$ cat config.mk
export PLATFORM = sky130hd
export DESIGN_NAME = block_refill
export DESIGN_NICKNAME = d
export VERILOG_FILES = /design/src/rtl/block_refill.sv
export SDC_FILE = /design/constraint.sdc
export NUM_CORES = 1
export LEC_CHECK = 0
export ABC_AREA = 0
export BUFFER_PORTS_ARGS = -buffer_cell sky130_fd_sc_hd__buf_2
export CAP_MARGIN = 20
export CELL_PAD_IN_SITES_DETAIL_PLACEMENT = 1
export CELL_PAD_IN_SITES_GLOBAL_PLACEMENT = 1
export CORE_MARGIN = 4
export CORE_UTILIZATION = 41
export DETAILED_ROUTE_END_ITERATION = 16
export GPL_ROUTABILITY_DRIVEN = 1
export GPL_TIMING_DRIVEN = 0
export PLACE_DENSITY_LB_ADDON = 0.08
export REMOVE_ABC_BUFFERS = 1
export SLEW_MARGIN = 20
export SYNTH_ARGS = -nofsm -noshare
export SYNTH_HDL_FRONTEND = slang
export SYNTH_SLANG_ARGS = --single-unit
$ cat constraint.sdc
create_clock -name clk -period 3.45 [get_ports clk]
set_clock_uncertainty 0.2 [all_clocks]
set_input_delay 0.69 -clock clk [delete_from_list [all_inputs] [get_ports clk]]
set_output_delay 0.69 -clock clk [all_outputs]
set_load 0.1 [all_outputs]
$ cat src/rtl/block_refill.sv
// block_refill: line refill engine in front of the cache data block.
// On an accepted miss it optionally writes the dirty victim back to memory one
// word at a time. It then reads the missing line word by word into a wide line
// register, and strobes new_block for one cycle when the line is complete. The
// missed (critical) word is forwarded early on crit_valid/crit_data.
// Ports:
//   clk, rst                  clock, synchronous active-high reset
//   miss_valid/miss_ready     miss handshake (ready only while idle)
//   miss_line, miss_offset    line to fetch, word the CPU is waiting on
//   victim_dirty/line/data    victim writeback request and contents
//   mem_req/we/addr/wdata     word memory request, held until mem_ack
//   mem_ack, mem_rdata        word transfer completion, read data
//   w_block_data, new_block   assembled line and its completion strobe
//   crit_valid, crit_data     early critical-word forward
//   busy                      engine not idle

// One line lane: loads on its own fill ack, otherwise holds.
module block_refill_lane #(
    parameter int W = 16
) (
    input  logic         clk,
    input  logic         rst,
    input  logic         we,
    input  logic [W-1:0] d,
    output logic [W-1:0] q
);
    always_ff @(posedge clk) begin
        if (rst)     q <= '0;
        else if (we) q <= d;
    end
endmodule

module block_refill #(
    parameter int BLCK_ADDR    = 4,
    parameter int NUM_OF_WORDS = 16,
    parameter int WORD_SIZE    = 16,
    parameter int ADDR_WIDTH   = 16
) (
    input  logic                              clk,
    input  logic                              rst,
    input  logic                              miss_valid,
    output logic                              miss_ready,
    input  logic [ADDR_WIDTH-BLCK_ADDR-1:0]   miss_line,
    input  logic [BLCK_ADDR-1:0]              miss_offset,
    input  logic                              victim_dirty,
    input  logic [ADDR_WIDTH-BLCK_ADDR-1:0]   victim_line,
    input  logic [WORD_SIZE*NUM_OF_WORDS-1:0] victim_data,
    output logic                              mem_req,
    output logic                              mem_we,
    output logic [ADDR_WIDTH-1:0]             mem_addr,
    output logic [WORD_SIZE-1:0]              mem_wdata,
    input  logic                              mem_ack,
    input  logic [WORD_SIZE-1:0]              mem_rdata,
    output logic [WORD_SIZE*NUM_OF_WORDS-1:0] w_block_data,
    output logic                              new_block,
    output logic                              crit_valid,
    output logic [WORD_SIZE-1:0]              crit_data,
    output logic                              busy
);
    localparam int LINE_W = ADDR_WIDTH - BLCK_ADDR;

    typedef enum logic [1:0] {IDLE, WB, FILL, DONE} state_t;

    typedef struct packed {
        logic [LINE_W-1:0]    line;
        logic [BLCK_ADDR-1:0] offset;
        logic [LINE_W-1:0]    vline;
    } req_t;

    state_t                                   state, state_nx;
    logic [BLCK_ADDR-1:0]                     cnt;
    req_t                                     req_q;
    logic [NUM_OF_WORDS-1:0][WORD_SIZE-1:0]   vdata_q;
    logic [NUM_OF_WORDS-1:0][WORD_SIZE-1:0]   lanes;
    logic [NUM_OF_WORDS-1:0]                  lane_we;
    logic                                     last;
    logic                                     fill_ack;

    assign last       = (cnt == BLCK_ADDR'(NUM_OF_WORDS - 1));
    assign fill_ack   = (state == FILL) && mem_ack;
    assign miss_ready = (state == IDLE);
    assign busy       = (state != IDLE);
    assign new_block  = (state == DONE);

    // Memory request is decoded from state/cnt, so it is inherently stable
    // while stalled and drops to zero the moment reset returns us to IDLE.
    always_comb begin
        state_nx  = state;
        mem_req   = 1'b0;
        mem_we    = 1'b0;
        mem_addr  = '0;
        mem_wdata = '0;
        case (state)
            IDLE: if (miss_valid) state_nx = victim_dirty ? WB : FILL;
            WB: begin
                mem_req   = 1'b1;
                mem_we    = 1'b1;
                mem_addr  = {req_q.vline, cnt};
                mem_wdata = vdata_q[cnt];
                if (mem_ack && last) state_nx = FILL;
            end
            FILL: begin
                mem_req  = 1'b1;
                mem_addr = {req_q.line, cnt};
                if (mem_ack && last) state_nx = DONE;
            end
            DONE:    state_nx = IDLE;
            default: state_nx = IDLE;
        endcase
    end

    always_ff @(posedge clk) begin
        if (rst) begin
            state      <= IDLE;
            cnt        <= '0;
            req_q      <= '0;
            vdata_q    <= '0;
            crit_valid <= 1'b0;
            crit_data  <= '0;
        end else begin
            state <= state_nx;
            // Word counter restarts on every state entry.
            if (state_nx != state)
                cnt <= '0;
            else if (mem_ack && (state == WB || state == FILL))
                cnt <= cnt + 1'b1;
            if (state == IDLE && miss_valid) begin
                req_q   <= '{line: miss_line, offset: miss_offset, vline: victim_line};
                vdata_q <= victim_data;
            end
            crit_valid <= fill_ack && (cnt == req_q.offset);
            if (fill_ack && (cnt == req_q.offset))
                crit_data <= mem_rdata;
        end
    end

    genvar g;
    generate
        for (g = 0; g < NUM_OF_WORDS; g++) begin : g_lane
            assign lane_we[g] = fill_ack && (cnt == BLCK_ADDR'(g));
            block_refill_lane #(.W(WORD_SIZE)) u_lane (
                .clk (clk),
                .rst (rst),
                .we  (lane_we[g]),
                .d   (mem_rdata),
                .q   (lanes[g])
            );
        end
    endgenerate

    assign w_block_data = lanes;
endmodule

### After elaboration in Yosys (flattened, before gate mapping)

Cells that the tools add are included.

| storage, ports and cells | value |
|---|---|
| output and inout bits | 310 |
| flip-flop bits (word level) | 563 |
| word-level logic and storage cells | 99 |
| input bits | 305 |

| operators by class | value |
|---|---|
| eq/ne operators | 20 |
| muxes and demuxes | 11 |
| $add $sub $neg | 1 |
| reduce and logical (&&, ||, !) cells | 27 |
| magnitude comparators | 1 |

Operator list:

| operator | count |
|---|---|
| binary-select mux 16 bit (select 4 bit) | 1 |
| equality test 4 bit (second input constant) | 8 |
| 2-to-1 mux 16 bit | 2 |
| one-hot mux 16 bit (2 select lines) | 1 |
| logical AND 1 bit | 21 |
| equality test 4 x 3 -> 1 bit (second input constant) | 4 |
| equality test 4 x 2 -> 1 bit (second input constant) | 2 |
| 2-to-1 mux 2 bit | 4 |
| one-hot mux 2 bit (4 select lines) | 1 |
| < comparator 4 x 5 -> 1 bit (second input constant) | 1 |
| adder 4 x 1 -> 4 bit (second input constant) | 1 |
| equality test 2 bit (second input constant) | 2 |
| equality test 4 x 1 -> 1 bit (second input constant) | 1 |
| equality test 4 bit | 1 |
| logical NOT 4 bit | 1 |
| OR reduction 2 bit | 2 |
| equality test 2 x 1 -> 1 bit (second input constant) | 1 |
| logical NOT 2 bit | 1 |
| 2-to-1 mux 1 bit | 2 |
| != test 2 bit | 1 |
| nonzero test 2 bit | 1 |
| logical OR 1 bit | 1 |

### Depth between registers and ports, before layout

Gate-level depths: netlist of run 1.

| depth | value |
|---|---|
| depth after elaboration | 6 |
| depth in mapped cells | 10 |
| mapped depth without buffers | 6 |

### Hierarchy

Synthesis of run 1 repeated with hierarchy kept, for this count alone.

| unflattened totals | value |
|---|---|
| cells, all modules | 2,446 |
| area total of the unflattened synthesis | 22,539.1 µm² |

Modules (own cells, without submodules):

| module | cells each | area an instance (µm²) | seq. area each (µm²) | instances |
|---|---|---|---|---|
| block_refill | 1,614 | 13,250.2 | 6,145.9 | 1 |
| block_refill_lane | 52 | 580.6 | 320.3 | 16 |

### Worst setup path after synthesis of run 1

Ideal clock, no wire load.

| timing | value |
|---|---|
| path type | flip-flop to output port |
| from | reg state[1] |
| to | out mem_wdata[10] |
| arrival time | 3.527 ns |
| path buffers | 2 |
| cell stages (with the launch flop) | 7 |
| data required time | 2.560 ns |
| slack | -0.967 ns |
| cells stage by stage | dfxtp_1 -> inv_1 -> ha_1 -> clkbuf_1 -> inv_1 -> dlygate4sd1_1 -> a31oi_1 |

| on the way | value |
|---|---|
| longest elaborated chain between the ends | 2 |

RTL lines:

| element | line | text |
|---|---|---|
| start: declaration | 70 | `state_t state, state_nx;` |
| start signal: assignment | 121 | `state <= state_nx;` |
| equality test 2 x 1 -> 1 bit | 93 | `case (state)` |
| 2-to-1 mux 16 bit | 93 |  |
| end: declaration | 51 | `output logic [WORD_SIZE-1:0] mem_wdata,` |

Every way passes these cells.

### Worst setup path after layout of run 1

| timing | value |
|---|---|
| from | reg cnt[0] |
| to | out mem_wdata[7] |

| on the way | value |
|---|---|
| longest elaborated chain between the ends | 3 |

RTL lines:

| element | line | text |
|---|---|---|
| start: declaration | 71 | `logic [BLCK_ADDR-1:0] cnt;` |
| start signal: assignment | 126 | `cnt <= cnt + 1'b1;` |
| binary-select mux 16 bit (select 4 bit) | 99 | `mem_wdata = vdata_q[cnt];` |
| 2-to-1 mux 16 bit (implied by the code) | 99 |  |
| 2-to-1 mux 16 bit | 93 |  |

Every way passes these cells. The select of a mux whose other input is x is not followed.

==> impl_metrics.env, run 1 <==
export IMPL_drt_iter0_drc=1152
export IMPL_yosysUniqueCellTypes=48
export IMPL_wl_per_cell_um=22.2
export IMPL_gr_usage_all_layers_pct=29.1
export IMPL_row_count=85
export IMPL_area_delta_synth_final_pct=26.1
export IMPL_final_common_cell="nand2_1"
export IMPL_utilization_pct=52.1
export IMPL_rr_worst_depth=8
export IMPL_power_density_nw_per_um2=526
export IMPL_die_area_um2=58000
export IMPL_layout_common_cells="nand2_1 (1110), buf_2 (593), dfxtp_1 (559), a21oi_1 (558), clkbuf_16 (63)"
export IMPL_grt_first_pass_wirelength_mm=130
export IMPL_post_dp_hpwl_mm=59.6
export IMPL_ys_async_sr_fraction_pct=0
export IMPL_synthesis_instances=2725
export IMPL_crit_arrival_ns=2.47
export IMPL_avgSynthCellArea_um2=8.16
export IMPL_start_util_pct=41.3
export IMPL_fillers=6582
export IMPL_ys_warn_count=0
export IMPL_via_count=21200
export IMPL_min_period_ns=3.36
export IMPL_start_kind="flip-flop"
export IMPL_slowest_stage="mux4_2"
export IMPL_finalNetCount=3529
export IMPL_synth_edf_count=0
export IMPL_ctsHoldBuffers=0
export IMPL_ys_seq_area_share_pct=50.7
export IMPL_grt_max_degree=131
export IMPL_viasPerCell=5.32
export IMPL_finalWeightedCongestion=0.797
export IMPL_antenna_found_initial=50
export IMPL_cp_max_fo=6
export IMPL_rsz0062_at_grt="true"
export IMPL_ir_drop_uv=372
export IMPL_drive_gt1_share_pct=25.9
export IMPL_cts_buffer_depth=3
export IMPL_boundaryPins=615
export IMPL_ant_nets=0
export IMPL_crit_type="flip-flop to output port"
export IMPL_slowest_delay_ns=0.51
export IMPL_worstPathCellList="buf_16, buf_4, mux4_2, a22oi_1, a31oi_1, buf_4"
export IMPL_setup_tns_ns=0
export IMPL_r2r_slack_ns=0.52
export IMPL_busiest_layer="met2"
export IMPL_path_clk_slew_ns=0.06
export IMPL_drc=0
export IMPL_fin_crit_sh_pct=97.3
export IMPL_endpoint="mem_wdata[7]"
export IMPL_crit_path_start="cnt[0]$_SDFFE_PP0P_"
export IMPL_syn_area_um2=22200
export IMPL_crit_top_cell="buf_4"
export IMPL_insertion_delay_ns=0.62
export IMPL_cts_buffers_inserted=61
export IMPL_status="finished clean"
export IMPL_grt_use_met3_pct=7.96
export IMPL_routed_wl_mm=88.5
export IMPL_root_buffer="clkbuf_16"
export IMPL_detail_route_first_pass_iterations=5
export IMPL_tightest_slew_ns=0.837
export IMPL_hold_viol_final=0
export IMPL_cts_tree="built"
export IMPL_htreeDepth=2
export IMPL_min_path_type="input port to flip-flop"
export IMPL_overflow=0
export IMPL_ys_flop_type="dfxtp_1"
export IMPL_die_h_um=241
export IMPL_io_buffers=614
export IMPL_finalNonFillerCells=3988
export IMPL_reg2reg_from="state[0]$_SDFF_PP0_"
export IMPL_dp_cells=3820
export IMPL_max_freq_mhz=298
export IMPL_grt_pass1_vias=21700
export IMPL_die_w_um=241
export IMPL_p_leak_nw=11.3
export IMPL_power_mw=14.8
export IMPL_timing_critical_path_required_ns=2.56
export IMPL_grt_use_met2_pct=50.0
export IMPL_cts_sinks=563
export IMPL_endpoint_kind="output port"
export IMPL_use_met1_pct=35.0
export IMPL_reg2reg_to="vdata_q[224]$_SDFFE_PP0P_"
export IMPL_core_area_um2=53800
export IMPL_drv_slew=0
export IMPL_slew_headroom_pct=44.2
export IMPL_setup_viol=0
export IMPL_max_cap_violations=0
export IMPL_ys_seq_elements=563
-- flip-flops by register name (all words and copies together), names as in the netlist --
signal           flops
cnt                  4
crit_data           16
vdata_q            256
state                2
crit_valid           1
g_lane.u_lane.q    256
req_q               28
-- worst max-delay path: cells and delay by family (launching register included) --
family	cells	cell delay (ns)
flip-flops	1	0.37
AO/OA/AOI/OAI	2	0.37
buffers and inverters	3	0.58
multiplexers	1	0.51
-- report_power, final --
group          switching, mW  leakage, nW  internal, mW
sequential             0.127         4.58          6.75
combinational           1.01         5.73         0.542
clock                   2.67        0.939          3.66
total                   3.80         11.3          11.0
-- cell usage after synthesis, types with 2 or more instances --
| library cell | count | area, um^2 |
|---|---|---|
| a211o_1 | 2 | 17.5 |
| inv_1 | 7 | 26.3 |
| nand3_2 | 2 | 20.0 |
| ha_1 | 8 | 100 |
| nor2_1 | 2 | 7.51 |
| buf_4 | 15 | 113 |
| and3_1 | 6 | 37.5 |
| clkbuf_1 | 126 | 473 |
| a22oi_1 | 28 | 210 |
| mux4_2 | 53 | 1190 |
| nand2b_1 | 3 | 18.8 |
| nor3_4 | 4 | 65.1 |
| mux4_4 | 2 | 50.1 |
| buf_1 | 10 | 37.5 |
| nor2b_1 | 14 | 87.6 |
| and2_1 | 5 | 31.3 |
| o21ai_0 | 18 | 90.1 |
| nor2_2 | 11 | 68.8 |
| nand3_4 | 2 | 35.0 |
| a21oi_1 | 558 | 2790 |
| buf_2 | 61 | 305 |
| buf_6 | 15 | 169 |
| clkbuf_2 | 2 | 10.0 |
| nand3_1 | 41 | 205 |
| a31oi_1 | 17 | 106 |
| nor3_1 | 5 | 25.0 |
| buf_12 | 2 | 40.0 |
| mux4_1 | 9 | 236 |
| dfxtp_1 | 563 | 11300 |
| nand2_1 | 1111 | 4170 |
| xnor2_1 | 6 | 52.6 |
-- cell families (layout without fill, tap and decap cells) --
family / count (synthesis) / in the layout / share of synthesized area [%]
simple gates: 1211 / 1211 / 21.7
fa+ha+maj: 8 / 8 / 0.450
flops: 563 / 563 / 50.7
other cells: 0 / 31 / 0
compound gates: 630 / 630 / 14.8
mux: 65 / 65 / 6.70
xor+xnor: 7 / 7 / 0.276
buf+inv: 241 / 777 / 5.42
-- layer usage --
metal  part of all wire (%)  routed length (um)
met2                     49               43300
met3                    7.1                6270
met1                     40               35400
met4                    3.7                3300
met5                   0.36                 321
-- what timing repair did --
action / CTS / global route
buffers inserted: 22 / 4
pin swaps: 1 / 1
cloned: 3 / 0
endpoints found under the setup margin: 32 / 21
resized for setup: 32 / 11
-- area by class of cell --
class | instances | area [um^2] | area share [%]
Antenna cell | 31 | 77.6 | 0.277
Clock buffer | 97 | 1820 | 6.50
Clock inverter | 11 | 90.1 | 0.321
Inverter | 7 | 30.0 | 0.107
Multi-Input combinational cell | 1921 | 9850 | 35.1
Sequential cell | 563 | 11300 | 40.2
Timing Repair Buffer | 662 | 4010 | 14.3
Tap cell | 696 | 871 | 3.11
-- how the worst min path moves through the flow --
stage / start / endpoint / cells after the start
2_1_floorplan: vdata_q[154]$_SDFFE_PP0P_ / vdata_q[154]$_SDFFE_PP0P_ / 2
3_5_place_dp: g_lane[12].u_lane.q[11]$_SDFFE_PP0P_ / g_lane[12].u_lane.q[11]$_SDFFE_PP0P_ / 2
4_1_cts: victim_data[237] / vdata_q[237]$_SDFFE_PP0P_ / 3
5_1_grt: victim_data[65] / vdata_q[65]$_SDFFE_PP0P_ / 3
3_3_place_gp: vdata_q[229]$_SDFFE_PP0P_ / vdata_q[229]$_SDFFE_PP0P_ / 2
6_report: victim_data[237] / vdata_q[237]$_SDFFE_PP0P_ / 3
-- metrics by stage --
step	instance area, um^2	setup WS [ns]	hold slack [ns]
5_1_grt	28000	-0.00572	0.0810
2_1_floorplan	21100	-3.32	0.225
3_5_place_dp	25600	-0.333	0.244
4_1_cts	27900	0.000355	0.0669
3_3_place_gp	25000	-5.87	0.238
6_report	28000	0.0930	0.0992
Power figures use the tool's default switching activity.
==> run 2, diff against run 1 <==
- ABC_AREA: 0 -> unset
- MAX_ROUTING_LAYER: unset -> met4
==> run 2 against run 1 <==
First-iteration DRC count increased by 2.7%. Flip-flop and latch count unchanged. Sequential power about the same. Clock power about the same. Largest cell class unchanged. Critical path type unchanged.
==> impl_metrics.env, run 2 (same netlist as run 1, synthesis figures left out) <==
export IMPL_top_regs="g_lane.u_lane.q x256, vdata_q x256, req_q x28"
export IMPL_core_area_um2=53800
export IMPL_setup_viol=0
export IMPL_crit_arrival_ns=2.47
export IMPL_tightest_slew_ns=0.843
export IMPL_post_dp_hpwl_mm=59.6
export IMPL_path_clk_slew_ns=0.06
export IMPL_drive_gt1_share_pct=25.9
export IMPL_cts_sinks=563
export IMPL_setup_tns_ns=0
export IMPL_die_area_um2=58000
export IMPL_drv_slew=0
export IMPL_power_density_nw_per_um2=526
export IMPL_hold_viol_final=0
export IMPL_crit_type="flip-flop to output port"
export IMPL_drc=0
export IMPL_endpoint_kind="output port"
export IMPL_area_delta_synth_final_pct=26.3
export IMPL_finalNetCount=3529
export IMPL_grt_pass1_vias=21700
export IMPL_worstPathCellList="buf_16, bufbuf_16, mux4_1, nand3_1, a31oi_1, buf_6"
export IMPL_slowest_delay_ns=0.57
export IMPL_insertion_delay_ns=0.62
export IMPL_grt_first_pass_wirelength_mm=130
export IMPL_wl_per_cell_um=22.2
export IMPL_start_kind="flip-flop"
export IMPL_drt_iter0_drc=1183
export IMPL_start_util_pct=41.3
export IMPL_die_w_um=241
export IMPL_row_count=85
export IMPL_io_buffers=614
export IMPL_grt_max_degree=131
export IMPL_final_common_cell="nand2_1"
export IMPL_p_leak_nw=11.3
export IMPL_cts_buffer_depth=3
export IMPL_gr_usage_all_layers_pct=30.0
export IMPL_rsz0062_at_grt="true"
export IMPL_cts_tree="built"
export IMPL_ant_nets=0
export IMPL_max_freq_mhz=298
export IMPL_boundaryPins=615
export IMPL_antenna_found_initial=50
export IMPL_cts_buffers_inserted=61
export IMPL_cp_max_fo=13
export IMPL_fin_crit_sh_pct=97.3
export IMPL_min_period_ns=3.36
export IMPL_detail_route_first_pass_iterations=6
export IMPL_min_path_type="input port to flip-flop"
export IMPL_layout_common_cells="nand2_1 (1110), buf_2 (593), dfxtp_1 (559), a21oi_1 (558), clkbuf_16 (63)"
export IMPL_routed_wl_mm=89.0
export IMPL_setup_slack_ns=0.0935
export IMPL_fillers=6594
export IMPL_max_cap_violations=0
export IMPL_htreeDepth=2
export IMPL_overflow=0
export IMPL_ir_drop_uv=373
export IMPL_die_h_um=241
export IMPL_finalWeightedCongestion=0.809
export IMPL_slew_headroom_pct=43.8
export IMPL_viasPerCell=5.29
export IMPL_timing_critical_path_required_ns=2.56
export IMPL_status="finished clean"
export IMPL_dp_slack_ns=-0.333
export IMPL_root_buffer="clkbuf_16"
export IMPL_slowest_stage="mux4_1"
export IMPL_via_count=21200
[run 2: worst paths after layout]
path                                         from                                   end  slack (ns)  depth (start not counted)
max                           cnt[0]$_SDFFE_PP0P_                          mem_wdata[5]        0.09                          6
min                              victim_data[237]             vdata_q[237]$_SDFFE_PP0P_        0.10                          3
max reg2reg                   state[0]$_SDFF_PP0_             vdata_q[224]$_SDFFE_PP0P_        0.50                          8
min reg2reg  g_lane[12].u_lane.q[11]$_SDFFE_PP0P_  g_lane[12].u_lane.q[11]$_SDFFE_PP0P_        0.25                          2
[run 2: power breakdown]
group,switching [mW],total [mW],internal [mW]
Combinational,1.01,1.55,0.542
Sequential,0.130,6.88,6.75
Clock,2.67,6.33,3.66
Total,3.81,14.8,11.0
[run 2: worst max-delay path, delay by kind of cell, from the launching register on]
family	cells	cell delay (ns)
buf+inv	3	0.68
mux	1	0.57
flops	1	0.37
simple gates	1	0.11
compound gates	1	0.10
[run 2: repair_timing]
item	CTS	global route
buffers inserted	22	4
hold buffers	0	0
resized for setup	32	11
cloned	3	0
endpoints found under the hold margin	0	0
pin swaps	1	1
endpoints found under the setup margin	32	21
[run 2: area by class of cell]
type	count	area, um^2	area share, %
Timing Repair Buffer	662	4010	14.3
Inverter	7	30.0	0.107
Sequential cell	563	11300	40.2
Tap cell	696	871	3.10
Multi-Input combinational cell	1921	9850	35.1
Antenna cell	54	135	0.481
Clock inverter	11	90.1	0.321
Clock buffer	97	1820	6.49
[run 2: layer usage]
| layer | share of wire (%) | global-route usage (%) |
|---|---|---|
| met4 | 3.7 | 10.6 |
| met3 | 7.2 | 8.00 |
| met2 | 49 | 50.0 |
| met1 | 40 | 35.1 |
| met5 | 0 | - |
[run 2: stage by stage]
stage | power, mW | cells | hold slack (ns) | instance area [um^2] | util [%]
2_1_floorplan | 7.88 | 2491 | 0.225 | 21100 | -
3_3_place_gp | 8.58 | 3801 | 0.238 | 25000 | 46.5
3_5_place_dp | 8.51 | 3820 | 0.244 | 25600 | 47.5
4_1_cts | 14.9 | 3953 | 0.0669 | 27900 | 51.9
5_1_grt | 15.3 | 4008 | 0.0825 | 28100 | 52.2
6_report | 14.8 | 4011 | 0.103 | 28100 | 52.2
